**src/rtl/scsp_dma_ctrl_pkg.sv**
```systemverilog
// Shared types and constants for the SCSP DMA sequencer.
package scsp_dma_ctrl_pkg;

  localparam int unsigned DMA_MEM_AW = 19;
  localparam int unsigned DMA_REG_AW = 11;
  localparam int unsigned DMA_LEN_W  = 11;
  localparam int unsigned DMA_DATA_W = 16;

  typedef enum logic [1:0] {
    DST_IDLE  = 2'd0,
    DST_READ  = 2'd1,
    DST_WRITE = 2'd2,
    DST_DONE  = 2'd3
  } DMAState_t;

  localparam logic DMA_DIR_MEM2REG = 1'b0;
  localparam logic DMA_DIR_REG2MEM = 1'b1;

  // True when the transfer reads sound RAM and writes the register area
  function automatic logic src_is_mem(input logic dir);
    return dir == DMA_DIR_MEM2REG;
  endfunction

endpackage

```
**src/rtl/scsp_dma_ctrl_cnt.sv**
```systemverilog
// Address and length counters for the SCSP DMA sequencer.
// Both address counters wrap independently at their own width.
module scsp_dma_cnt #(
  parameter int unsigned MEM_AW = 19,
  parameter int unsigned REG_AW = 11,
  parameter int unsigned LEN_W  = 11
) (
  input  logic              clk,
  input  logic              rst_n,
  input  logic              load,
  input  logic              step,
  input  logic [MEM_AW-1:0] mea,
  input  logic [REG_AW-1:0] rga,
  input  logic [LEN_W-1:0]  tlg,
  output logic [MEM_AW-1:0] mem_a,
  output logic [REG_AW-1:0] reg_a,
  output logic              last_c
);

  logic [LEN_W-1:0] cnt;

  // Load on start, advance both addresses and consume one word per write
  always_ff @(posedge clk or negedge rst_n) begin
    if (!rst_n) begin
      mem_a <= '0;
      reg_a <= '0;
      cnt   <= '0;
    end else if (load) begin
      mem_a <= mea;
      reg_a <= rga;
      cnt   <= tlg;
    end else if (step) begin
      mem_a <= mem_a + MEM_AW'(1);
      reg_a <= reg_a + REG_AW'(1);
      cnt   <= cnt - LEN_W'(1);
    end
  end

  assign last_c = (cnt == LEN_W'(1));

endmodule

```
**src/rtl/scsp_dma_ctrl.sv**
```systemverilog
// SCSP DMA sequencer: moves 16-bit words between sound RAM and the
// internal register area. Optional macro SCSP_DMA_ABORT_EN adds the
// DEXE_CLR abort input, honoured at the next word boundary.
module scsp_dma_ctrl
  import scsp_dma_ctrl_pkg::*;
#(
  parameter int unsigned MEM_AW = DMA_MEM_AW,
  parameter int unsigned REG_AW = DMA_REG_AW
) (
  input  logic                  CLK,
  input  logic                  RST_N,
  input  logic [MEM_AW-1:0]     DMEA,
  input  logic [REG_AW-1:0]     DRGA,
  input  logic [DMA_LEN_W-1:0]  DTLG,
  input  logic                  DDIR,
  input  logic                  DGATE,
  input  logic                  DEXE_SET,
`ifdef SCSP_DMA_ABORT_EN
  input  logic                  DEXE_CLR,
`endif
  output logic                  DEXE,
  output logic                  DMA_END,
  output logic                  MEM_REQ,
  output logic                  MEM_WE,
  output logic [MEM_AW-1:0]     MEM_A,
  output logic [DMA_DATA_W-1:0] MEM_DO,
  input  logic [DMA_DATA_W-1:0] MEM_DI,
  input  logic                  MEM_ACK,
  output logic                  REG_REQ,
  output logic                  REG_WE,
  output logic [REG_AW-1:0]     REG_A,
  output logic [DMA_DATA_W-1:0] REG_DO,
  input  logic [DMA_DATA_W-1:0] REG_DI,
  input  logic                  REG_ACK
);

  DMAState_t             state;
  logic                  dir_q;
  logic                  gate_q;
  logic [DMA_DATA_W-1:0] buf_q;
  logic                  cnt_load;
  logic                  cnt_step;
  logic                  cnt_last;
  logic                  src_ack;
  logic                  dst_ack;
  logic                  abort_c;

  // Only an ACK on the port currently being requested counts
  assign src_ack = src_is_mem(dir_q) ? (MEM_ACK & MEM_REQ) : (REG_ACK & REG_REQ);
  assign dst_ack = src_is_mem(dir_q) ? (REG_ACK & REG_REQ) : (MEM_ACK & MEM_REQ);

  assign cnt_load = (state == DST_IDLE) && DEXE_SET;
  assign cnt_step = (state == DST_WRITE) && dst_ack;

  assign MEM_DO = buf_q;
  assign REG_DO = buf_q;

  scsp_dma_cnt #(
    .MEM_AW (MEM_AW),
    .REG_AW (REG_AW),
    .LEN_W  (DMA_LEN_W)
  ) u_cnt (
    .clk    (CLK),
    .rst_n  (RST_N),
    .load   (cnt_load),
    .step   (cnt_step),
    .mea    (DMEA),
    .rga    (DRGA),
    .tlg    (DTLG),
    .mem_a  (MEM_A),
    .reg_a  (REG_A),
    .last_c (cnt_last)
  );

`ifdef SCSP_DMA_ABORT_EN
  logic abort_q;

  // Hold a CPU abort request until the in-flight word's write is acknowledged
  always_ff @(posedge CLK or negedge RST_N) begin
    if (!RST_N) begin
      abort_q <= 1'b0;
    end else if (state == DST_READ || state == DST_WRITE) begin
      if (DEXE_CLR) abort_q <= 1'b1;
    end else begin
      abort_q <= 1'b0;
    end
  end

  assign abort_c = abort_q | DEXE_CLR;
`else
  assign abort_c = 1'b0;
`endif

  // Sequencer: state, latched config, data buffer and registered bus strobes
  always_ff @(posedge CLK or negedge RST_N) begin
    if (!RST_N) begin
      state   <= DST_IDLE;
      dir_q   <= 1'b0;
      gate_q  <= 1'b0;
      buf_q   <= '0;
      DEXE    <= 1'b0;
      DMA_END <= 1'b0;
      MEM_REQ <= 1'b0;
      MEM_WE  <= 1'b0;
      REG_REQ <= 1'b0;
      REG_WE  <= 1'b0;
    end else begin
      DMA_END <= 1'b0;
      case (state)
        DST_IDLE: begin
          if (DEXE_SET) begin
            dir_q  <= DDIR;
            gate_q <= DGATE;
            buf_q  <= '0;
            DEXE   <= 1'b1;
            if (DTLG == '0) begin
              state <= DST_DONE;
            end else if (DGATE) begin
              state   <= DST_WRITE;
              MEM_REQ <= ~src_is_mem(DDIR);
              MEM_WE  <= ~src_is_mem(DDIR);
              REG_REQ <= src_is_mem(DDIR);
              REG_WE  <= src_is_mem(DDIR);
            end else begin
              state   <= DST_READ;
              MEM_REQ <= src_is_mem(DDIR);
              MEM_WE  <= 1'b0;
              REG_REQ <= ~src_is_mem(DDIR);
              REG_WE  <= 1'b0;
            end
          end
        end
        DST_READ: begin
          if (src_ack) begin
            buf_q   <= src_is_mem(dir_q) ? MEM_DI : REG_DI;
            state   <= DST_WRITE;
            MEM_REQ <= ~src_is_mem(dir_q);
            MEM_WE  <= ~src_is_mem(dir_q);
            REG_REQ <= src_is_mem(dir_q);
            REG_WE  <= src_is_mem(dir_q);
          end
        end
        DST_WRITE: begin
          // Gated transfers keep the destination request up between words
          if (dst_ack) begin
            if (cnt_last || abort_c) begin
              state   <= DST_DONE;
              MEM_REQ <= 1'b0;
              MEM_WE  <= 1'b0;
              REG_REQ <= 1'b0;
              REG_WE  <= 1'b0;
            end else if (!gate_q) begin
              state   <= DST_READ;
              MEM_REQ <= src_is_mem(dir_q);
              MEM_WE  <= 1'b0;
              REG_REQ <= ~src_is_mem(dir_q);
              REG_WE  <= 1'b0;
            end
          end
        end
        DST_DONE: begin
          DMA_END <= 1'b1;
          DEXE    <= 1'b0;
          state   <= DST_IDLE;
        end
        default: state <= DST_IDLE;
      endcase
    end
  end

endmodule
```
**config.mk**
```make
export PLATFORM = sky130hd
export DESIGN_NAME = scsp_dma_ctrl
export DESIGN_NICKNAME = d
export VERILOG_FILES = /design/src/rtl/scsp_dma_ctrl_pkg.sv /design/src/rtl/scsp_dma_ctrl_cnt.sv /design/src/rtl/scsp_dma_ctrl.sv
export SDC_FILE = /design/constraint.sdc
export NUM_CORES = 1
export LEC_CHECK = 0
export BUFFER_PORTS_ARGS = -buffer_cell sky130_fd_sc_hd__buf_2
export CAP_MARGIN = 20
export CORE_ASPECT_RATIO = 1.4
export CORE_MARGIN = 2
export CORE_UTILIZATION = 53
export CTS_CLUSTER_DIAMETER = 30
export DETAILED_ROUTE_END_ITERATION = 8
export PLACE_DENSITY = 0.84
export SYNTH_ARGS = -nofsm -noshare
export SYNTH_HDL_FRONTEND = slang
export SYNTH_SLANG_ARGS = --single-unit
```
**constraint.sdc**
```tcl
create_clock -name CLK -period 3.9 [get_ports CLK]
set_clock_uncertainty 0.15 [all_clocks]
set_input_delay 0 -clock CLK [delete_from_list [all_inputs] [get_ports CLK]]
set_output_delay 0 -clock CLK [all_outputs]
set_load 0.03 [all_outputs]
```
==> qor.yml, run 1 <==
outcome: "finished clean"
path_cells: "inv_1 > ha_1 > nor2_1 > nor2_1 > nand3_1 > nand2_1"
p_per_area_nw_per_um2: 744.3
gp_congestion: 0.7767
hold_viol_final: 0
final_cell_area_um2: 5573
wl_per_cell_um: 16.19
fmax_ghz: 0.3184
io_pins: 148
worst_setup_path_end_kind: "flip-flop"
dr_wl_met3_um: 720
detail-route-antenna-nets: 0
slowest_stage: "nor2_1"
cp_top_family: "simple AND/OR/NAND/NOR gates"
syn-num-nets: 517
wl_met1_um: 4443
hold_end: "u_cnt.mem_a[1]"
slew_violations: 0
wirelength_um: 11820
hold_class: "in -> reg"
rows: 37
synthArstFlopShare_pct: 100.0
cp.depth: 6
p_leak_uw: 0.002625
syn_area_per_cell_um2: 9.152
worstReg2RegStart: "state[1]"
arrival_ns: 3.26
highest_layer: "met4"
timing.rr.end: "MEM_DO[0]"
cp.required_ns: 4.02
reg2reg_setup_slack_ns: 0.76
synth_edf_count: 0
cts_root_buf: "clkbuf_8"
area_delta_synth_final_pct: 42.94
r2r.worst_path.cells: 6
dieArea_um2: 8068
wl_met2_um: 6457
cp_slowest_stage_delay_ns: 0.91
drt_iter0_markers: 268
cts_sinks: 67
hold_depth: 5
relSlewSlack_pct: 30.06
hp-start: "MEM_ACK"
setup_viol: 0
clock_path_buffers: 2
htree_levels: 3
ys_seq_area_share_pct: 43.00
path_clk_slew_ns: 0.07
coreArea_um2: 7222
postCtsSetupBuffers: 0
grt_pass1_vias: 4026
yosysWarnings: 0
die_h_um: 105.5
synthCells: 426
power.total_uw: 4148
antenna_found_initial: 0
synth-seq-cells: 67
rsz0062_at_grt: "no"
synthFlopType: "dfrtp_1"
netlist_area_um2: 3899
peakVddDrop_mv: 0.4717
post-place-ws_ns: 0.9815
tns_ns: 0
yosys-top-cells-count: "67 x dfrtp_1, 45 x nor2_1, 40 x nand2_1"
fin_crit_ns: 3.141
min_period_over_period_pct: 80.53
synth_most_common_cell: "dfrtp_1"
drtPass1Iterations: 4
synth.distinct_cells: 44
vias_per_cell: 5.473
num-nets-final: 719
synth_area_leaders: "dfrtp_1 43%, xor2_1 5.2%, a21oi_1 5.0%"
yosys.area.top_type_share_pct: 43.00
critPathLaunchType: "flip-flop"
cap_violations: 0
final_cells: 730
grt_max_degree: 64
drc_errors: 0
insertion_delay_ns: 0.34
drive_gt1_share_pct: 30.49
crit_path_max_fanout: 22
cts_buffers: 9
die_w_um: 76.49
synth_largest_area_cell: "dfrtp_1"
vias: 3995
cts_tree: "built"
critPathKind: "reg -> reg"
tightest_slew_ns: 1.045
critPathBufInv: 1
placed_area_um2: 4564
grt_pass1_wl_um: 18760
placed_cells: 634
dp_hpwl_um: 6764
io_buffers: 147
grt_use_total_pct: 29.26
timing.final.ws_setup_ns: 0.7594
cp_common_cell: "nor2_1"
diodes: 0
grt-ovfl-total: 0
start_util_pct: 53.98
cts_resized: 0
==> where the power goes <==
group | switching (µW) | leakage [µW] | internal [µW]
Combinational | 1360 | 0.00174 | 858
Clock | 262 | 0.0000947 | 313
Sequential | 365 | 0.000792 | 990
Total | 1990 | 0.00263 | 2160
==> cell families (layout without fill, tap and decap cells) <==
| family | after synthesis | count (layout) | synth area share (%) |
|---|---|---|---|
| compound gates | 73 | 73 | 10.24 |
| xor+xnor | 37 | 37 | 8.312 |
| fa+ha+maj | 11 | 11 | 3.530 |
| buf+inv | 50 | 257 | 6.708 |
| flops | 67 | 67 | 43.00 |
| mux | 25 | 25 | 7.381 |
| simple gates | 163 | 163 | 20.83 |
==> routing by layer <==
| metal | vias up | global-route usage (%) |
|---|---|---|
| li1 | 1865 | - |
| met4 | 0 | 11.04 |
| met1 | 1931 | 32.39 |
| met5 | - | 0 |
| met2 | 178 | 54.68 |
| met3 | 21 | 5.822 |
==> layout make-up <==
cell class	count	area, µm²
clock buffers	14	152.6
clock inverters	2	35.03
fillers	513	1649
inverters	11	41.29
multi-input cells	309	1967
flip-flops and latches	67	1677
well taps	97	121.4
repair buffers	230	1579
==> sequential cells by signal, summed over array words and instances, names as in the netlist <==
name	cells
REG_WE	1
state	2
MEM_DO	16
REG_REQ	1
u_cnt.reg_a	11
MEM_WE	1
u_cnt.cnt	11
DMA_END	1
dir_q	1
u_cnt.mem_a	19
gate_q	1
MEM_REQ	1
DEXE	1
==> placed cells by master, fill, tap and decap left out, types with 2 or more instances in the layout <==
cell and n:
xnor2_1 14, nor2_1 45, nand3_1 26, or4_1 2
nand2b_1 2, buf_2 147, mux2_2 17, o21ai_0 2
o21ai_1 22, nor2b_1 2, clkbuf_8 10, inv_1 11
dlygate4sd3_1 78, nand4_1 10, mux2i_1 4, nand3b_1 3
nor3_1 3, a21oi_1 38, a31oi_1 5, mux2_4 3
dfrtp_1 67, nor4_1 10, and2_1 2, clkbuf_1 4
and3_1 6, nand2_1 39, buf_4 3, xor2_1 23
buf_12 2, or3_1 2, and4_1 4, ha_1 11
==> how the worst max path moves through the flow <==
stage / from / end / slack [ns]
floorplan: state[0] / MEM_REQ / 1.55
global placement: dir_q / u_cnt.cnt[6] / 1.15
detailed placement: state[1] / MEM_DO[14] / 0.98
CTS: state[1] / MEM_DO[14] / 0.96
global route: state[1] / MEM_DO[0] / 0.60
finish: state[1] / MEM_DO[0] / 0.76
==> worst reg2reg max path, cell delays in order (launching register included) <==
cell and delay, ns:
dfrtp_1 0.42, inv_1 0.11, ha_1 0.69, nor2_1 0.45, nor2_1 0.92, nand3_1 0.20, nand2_1 0.14
==> timing repair <==
item | CTS | global route
hold buffers | 77 | 1
endpoints found under the setup margin | 0 | 0
hold endpoints to repair | 105 | 3
==> metrics by stage <==
step | hold slack, ns | util (%)
after floorplan | -0.4456 | -
final | 0.2082 | 77.17
after CTS | 0.2023 | 76.47
after global placement | 0.06984 | 63.20
after global routing | 0.2688 | 77.17
after detailed placement | 0.07251 | 63.20
Note: power is estimated with default switching activity, not from simulation.
==> run 2, diff against run 1 <==
--- a/config.mk
+++ b/config.mk
@@ -9,10 +9,10 @@
 export CAP_MARGIN = 20
 export CORE_ASPECT_RATIO = 1.4
 export CORE_MARGIN = 2
-export CORE_UTILIZATION = 53
+export CORE_UTILIZATION = 50
 export CTS_CLUSTER_DIAMETER = 30
 export DETAILED_ROUTE_END_ITERATION = 8
-export PLACE_DENSITY = 0.84
+export PLACE_DENSITY = 0.8
 export SYNTH_ARGS = -nofsm -noshare
 export SYNTH_HDL_FRONTEND = slang
 export SYNTH_SLANG_ARGS = --single-unit
==> constraint.sdc (replaced) <==
create_clock -name CLK -period 2.9 [get_ports CLK]
set_clock_uncertainty 0.15 [all_clocks]
set_input_delay 0 -clock CLK [delete_from_list [all_inputs] [get_ports CLK]]
set_output_delay 0 -clock CLK [all_outputs]
set_load 0.03 [all_outputs]
==> qor.yml, run 2 (synthesis results as in run 1) <==
wirelength_um: 11240  # -5.0%
insertion_delay_ns: 0.35  # about the same
rows: 38  # +2.7%
grt_use_total_pct: 27.19  # -2.1 points
grt_pass1_wl_um: 18200  # -3.0%
cts_sinks: 67  # unchanged
detail-route-antenna-nets: 0  # unchanged
dp_hpwl_um: 7037  # +4.0%
drt_iter0_markers: 200  # -25%
fmax_ghz: 0.3817  # +20%
cts_buffers: 9  # unchanged
p_per_area_nw_per_um2: 1007  # +35%
critPathKind: "reg -> reg"
grt_util_met2_pct: 51.47  # -3.2 points
die_w_um: 78.63  # +2.8%
p_leak_uw: 0.002666  # +1.6%
vias_per_cell: 5.280  # -3.5%
coreArea_um2: 7655  # +6.0%
drive_gt1_share_pct: 31.82  # +1.3 points
crit_path_max_fanout: 18  # -18%
fin_crit_ns: 2.620  # -0.5208 ns
cp-startpoint: "state[0]"
grt_max_degree: 36  # -44%
final_cells: 738  # +1.1%
tns_ns: 0  # unchanged
htree_levels: 3  # unchanged
grt-ovfl-total: 0  # unchanged
reg2reg_setup_slack_ns: 0.28  # -0.48 ns
rsz0062_at_grt: "no"
nFillCells: 552  # +7.6%
start_util_pct: 50.93  # -3.1 points
gp_congestion: 0.8323  # +7.2%
peakVddDrop_mv: 0.5513  # +17%
path_clk_slew_ns: 0.08  # about the same
arrival_ns: 2.70  # -0.56 ns
worstReg2RegStart: "state[0]"
io_buffers: 147  # unchanged
cts_tree: "built"
cap_violations: 0  # unchanged
io_pins: 148  # unchanged
postCtsSetupBuffers: 0  # unchanged
dieArea_um2: 8530  # +5.7%
timing.rr.end: "MEM_WE"
vias: 3897  # -2.5%
drc_errors: 0  # unchanged
drtPass1Iterations: 4  # unchanged
placed_cells: 645  # +1.7%
final_common_cell: "buf_2"
crit_path_end: "MEM_WE"
grt_pass1_vias: 4013  # -0.32%
clock_path_buffers: 2  # unchanged
num-nets-final: 724  # +0.70%
die_h_um: 108.5  # +2.8%
cts_root_buf: "clkbuf_8"
relSlewSlack_pct: 33.68  # +3.6 points
regMostFlops: "u_cnt.mem_a"
r2r.worst_path.cells: 7  # +1
area_delta_synth_final_pct: 44.29
hold_viol_final: 0  # unchanged
setup_viol: 0  # unchanged
wl_per_cell_um: 15.22  # -6.0%
cts_resized: 0  # unchanged
top_usage_layer: "met2"
min_period_over_period_pct: 90.34  # +9.8 points
diodes: 0  # unchanged
worst_setup_path_end_kind: "flip-flop"
cp.required_ns: 2.98  # -1.04 ns
outcome: "finished clean"
critPathLaunchType: "flip-flop"
slew_violations: 0  # unchanged
met1_usage_pct: 28.57  # -3.8 points
final_cell_mix: "147 x buf_2, 77 x dlygate4sd3_1, 67 x dfrtp_1"
hold_class: "in -> async"
use_met3_pct: 6.093  # +0.27 points
antenna_found_initial: 0  # unchanged
tightest_slew_ns: 0.9912  # -0.05403 ns
largest_reg_flops: 19  # unchanged
-- run 2: cell count changes in the layout (fill, tap and decap cells not counted), sizes merged --
cell / previous run / this run
clkinv: 1 / 3
buf: 152 / 158
bufinv: 1 / 2
clkbuf: 14 / 11
dlygate4sd3: 78 / 77
-- run 2: area by class of cell --
cell class / instances / area [µm²] / area share (%)
Timing Repair Buffer: 235 / 1589 / 28.25
Inverter: 11 / 41.29 / 0.7340
Tap cell: 100 / 125.1 / 2.224
Clock buffer: 11 / 151.4 / 2.691
Clock inverter: 5 / 75.07 / 1.335
Sequential cell: 67 / 1677 / 29.80
Multi-Input combinational cell: 309 / 1967 / 34.96
-- run 2: worst max-delay path, cell delays in order (launching register included) --
cell and delay, ns:
dfrtp_1 0.41, inv_1 0.10, ha_1 0.28, nor2b_1 0.16
a31o_2 0.34, a311o_2 0.41, a211o_4 0.36, mux2_4 0.30
-- run 2: timing repair --
item,4_1_cts,5_1_grt
hold buffers,77,0
setup endpoints to repair,0,0
endpoints found under the hold margin,94,0
-- run 2: through the flow --
step | setup slack [ns] | hold WS (ns) | area [µm²] | utilization, % | power [µW]
detailed placement | 0.3176 | -0.01353 | 4628 | 60.46 | 4587
finish | 0.2803 | 0.1263 | 5625 | 73.49 | 5666
global placement | 0.4006 | -0.03540 | 4628 | 60.46 | 4491
CTS | 0.3067 | 0.1360 | 5625 | 73.49 | 5633
floorplan | 0.5504 | -0.4456 | 3899 | - | 3872
global route | 0.2102 | 0.1985 | 5625 | 73.49 | 6038
-- run 2: worst min-delay path by stage --
stage	from	to	slack, ns	depth (start not counted)
floorplan	RST_N	DEXE	-0.45	0
global placement	RST_N	MEM_DO[6]	-0.04	1
detailed placement	RST_N	u_cnt.cnt[4]	-0.01	1
CTS	RST_N	DEXE	0.14	2
global route	RST_N	DEXE	0.20	2
finish	RST_N	state[1]	0.13	2
-- run 2: routing by layer --
| metal | share of wire (%) | vias up | wire, µm |
|---|---|---|---|
| li1 | - | 1873 | - |
| met4 | 2.9 | 0 | 323 |
| met1 | 37 | 1853 | 4169 |
| met3 | 5.6 | 28 | 628 |
| met5 | 0 | - | 0 |
| met2 | 54 | 143 | 6112 |
-- run 2: report_power, final --
| group | switching [µW] | internal (µW) | leakage, µW | total [µW] |
|---|---|---|---|---|
| clock | 360 | 527 | 0.000119 | 886 |
| sequential | 432 | 1330 | 0.000792 | 1760 |
| combinational | 1850 | 1170 | 0.00176 | 3020 |
==> run 3, diff against run 2 <==
--- a/config.mk
+++ b/config.mk
@@ -9,10 +9,11 @@
 export CAP_MARGIN = 20
 export CORE_ASPECT_RATIO = 1.4
 export CORE_MARGIN = 2
-export CORE_UTILIZATION = 50
+export CORE_UTILIZATION = 51
+export CTS_BUF_LIST = sky130_fd_sc_hd__clkbuf_2
 export CTS_CLUSTER_DIAMETER = 30
 export DETAILED_ROUTE_END_ITERATION = 8
-export PLACE_DENSITY = 0.8
+export PLACE_DENSITY = 0.82
 export SYNTH_ARGS = -nofsm -noshare
 export SYNTH_HDL_FRONTEND = slang
 export SYNTH_SLANG_ARGS = --single-unit
==> qor.yml, run 3 (synthesis results as in run 1) <==
final_cells: 740  # +0.27%
die_h_um: 107.5  # -0.95%
io_buffers: 147  # unchanged
path_clk_slew_ns: 0.17  # +0.09 ns
insertion_delay_ns: 0.52  # +0.17 ns
start_util_pct: 52.97  # +2.0 points
tns_ns: 0  # unchanged
gp_congestion: 0.9065  # +8.9%
drive_gt1_share_pct: 31.73  # -0.092 points
wirelength_um: 11550  # +2.8%
clock_path_buffers: 2  # unchanged
diodes: 0  # unchanged
grt_pass1_vias: 4079  # +1.6%
timing.rr.end: "u_cnt.mem_a[1]"
hold_viol_final: 0  # unchanged
grt_max_degree: 48  # +33%
grt_use_total_pct: 28.94  # +1.7 points
clkPwrFrac_pct: 8.3  # -7.3 points
cp-startpoint: "state[1]"
detail-route-antenna-nets: 0  # unchanged
crit_path_end: "u_cnt.mem_a[1]"
p_sw_uw: 2627  # -0.50%
min_period_over_period_pct: 91.13  # +0.80 points
cts_sinks: 67  # unchanged
cp.required_ns: 3.21  # +0.23 ns
p_per_area_nw_per_um2: 956.3  # -5.1%
critPathKind: "reg -> reg"
fmax_ghz: 0.3784  # -0.87%
p_int_uw: 2666  # -12%
num-nets-final: 729  # +0.69%
cap_violations: 0  # unchanged
antenna_found_initial: 0  # unchanged
power.total_uw: 5293  # -6.6%
peakVddDrop_mv: 0.5356  # -2.9%
crit_path_max_fanout: 38  # +20
arrival_ns: 2.95  # +0.25 ns
hold_depth: 6
tightest_slew_ns: 1.035  # +0.04376 ns
p_leak_uw: 0.002637  # -1.1%
vias_per_cell: 5.320  # +0.75%
io_pins: 148  # unchanged
slew_violations: 0  # unchanged
p_seq_share_pct: 33.2  # +2.1 points
regMostFlops: "u_cnt.mem_a"
fin_crit_ns: 2.643  # +0.02312 ns
outcome: "finished clean"
wl_per_cell_um: 15.60  # +2.5%
relSlewSlack_pct: 30.75  # -2.9 points
htree_levels: 3  # unchanged
sw_frac_of_total_pct: 49.63  # +3.0 points
setup_viol: 0  # unchanged
cts_buffers: 9  # unchanged
final_common_cell: "buf_2"
rsz0062_at_grt: "no"
final_cell_mix: "147 x buf_2, 81 x dlygate4sd3_1, 67 x dfrtp_1"
worstReg2RegStart: "state[1]"
dp_hpwl_um: 6992  # -0.64%
rows: 37  # -2.6%
hold_class: "in -> reg"
placed_area_um2: 4624  # about the same
r2r.worst_path.cells: 7  # unchanged
placed_cells: 642  # -0.47%
coreArea_um2: 7361  # -3.8%
cts_tree: "built"
drtPass1Iterations: 4  # unchanged
area_delta_synth_final_pct: 41.98
cts_root_buf: "clkbuf_2"
drt_iter0_markers: 192  # -4.0%
largest_reg_flops: 19  # unchanged
vias: 3937  # +1.0%
reg2reg_setup_slack_ns: 0.26  # -0.02 ns
drc_errors: 0  # unchanged
p_comb_share_pct: 58.5  # +5.3 points
critPathLaunchType: "flip-flop"
die_w_um: 77.90  # -0.93%
post-route-util_pct: 75.20  # +1.7 points
dieArea_um2: 8370  # -1.9%
grt-ovfl-total: 0  # unchanged
grt_pass1_wl_um: 19000  # +4.4%
worst_setup_path_end_kind: "flip-flop"
final_cell_area_um2: 5535  # -1.6%
cts_resized: 0  # unchanged
-- run 3: cell types whose count changed in the layout (fill, tap and decap cells not counted), sizes merged --
cell,change
clkbuf,+2
buf,+1
dlygate4sd3,+4
bufinv,-2
-- run 3: power groups by stage --
stage                     Sequential [µW]  Combinational, µW  Clock [µW]
after floorplan                      2250               1630           0
after global placement               1730               2770           0
after detailed placement             1760               2840           0
after CTS                            1740               3030         454
after global routing                 1820               3350         500
final                                1750               3100         441
-- run 3: metrics by stage --
stage          worst slack, ns  hold WS, ns
3_5_place_dp            0.4683      0.09314
2_1_floorplan           0.5504      -0.4456
3_3_place_gp            0.5168      0.07151
4_1_cts                 0.2859     0.009971
5_1_grt                0.09891      0.02537
6_report                0.2571      0.04052
-- run 3: layout make-up --
class / count / area [µm²]
multi-input cells: 309 / 1967
fillers: 531 / 1826
flip-flops and latches: 67 / 1677
repair buffers: 240 / 1649
well taps: 97 / 121.4
clock buffers: 13 / 65.06
inverters: 11 / 41.29
clock inverters: 3 / 15.01
-- run 3: worst max-delay path: stages (launching register included) --
cell           delay [ns]
dfrtp_1              0.44
inv_1                0.10
ha_1                 0.26
nand2_2              0.53
buf_4                0.35
nor2_1               0.07
a31oi_1              0.12
dlygate4sd3_1        0.56
-- run 3: worst min-delay path by stage --
stage	startpoint	slack, ns	to
floorplan	RST_N	-0.45	DEXE
global placement	RST_N	0.07	u_cnt.reg_a[7]
detailed placement	RST_N	0.09	u_cnt.reg_a[4]
CTS	MEM_ACK	0.01	state[0]
global route	MEM_ACK	0.03	state[0]
finish	MEM_ACK	0.04	state[0]
-- run 3: repair_timing --
item / CTS / global route
setup buffers: 0 / 0
endpoints found under the hold margin: 111 / 9
hold buffers: 80 / 1
-- run 3: metal layers --
metal	wire [µm]	track usage [%]	up-vias	part of all wire, %
met3	832	7.047	26	7.2
li1	-	-	1892	-
met2	6067	52.89	180	53
met4	279	12.03	0	2.4
met1	4367	31.70	1839	38
met5	0	0	-	0
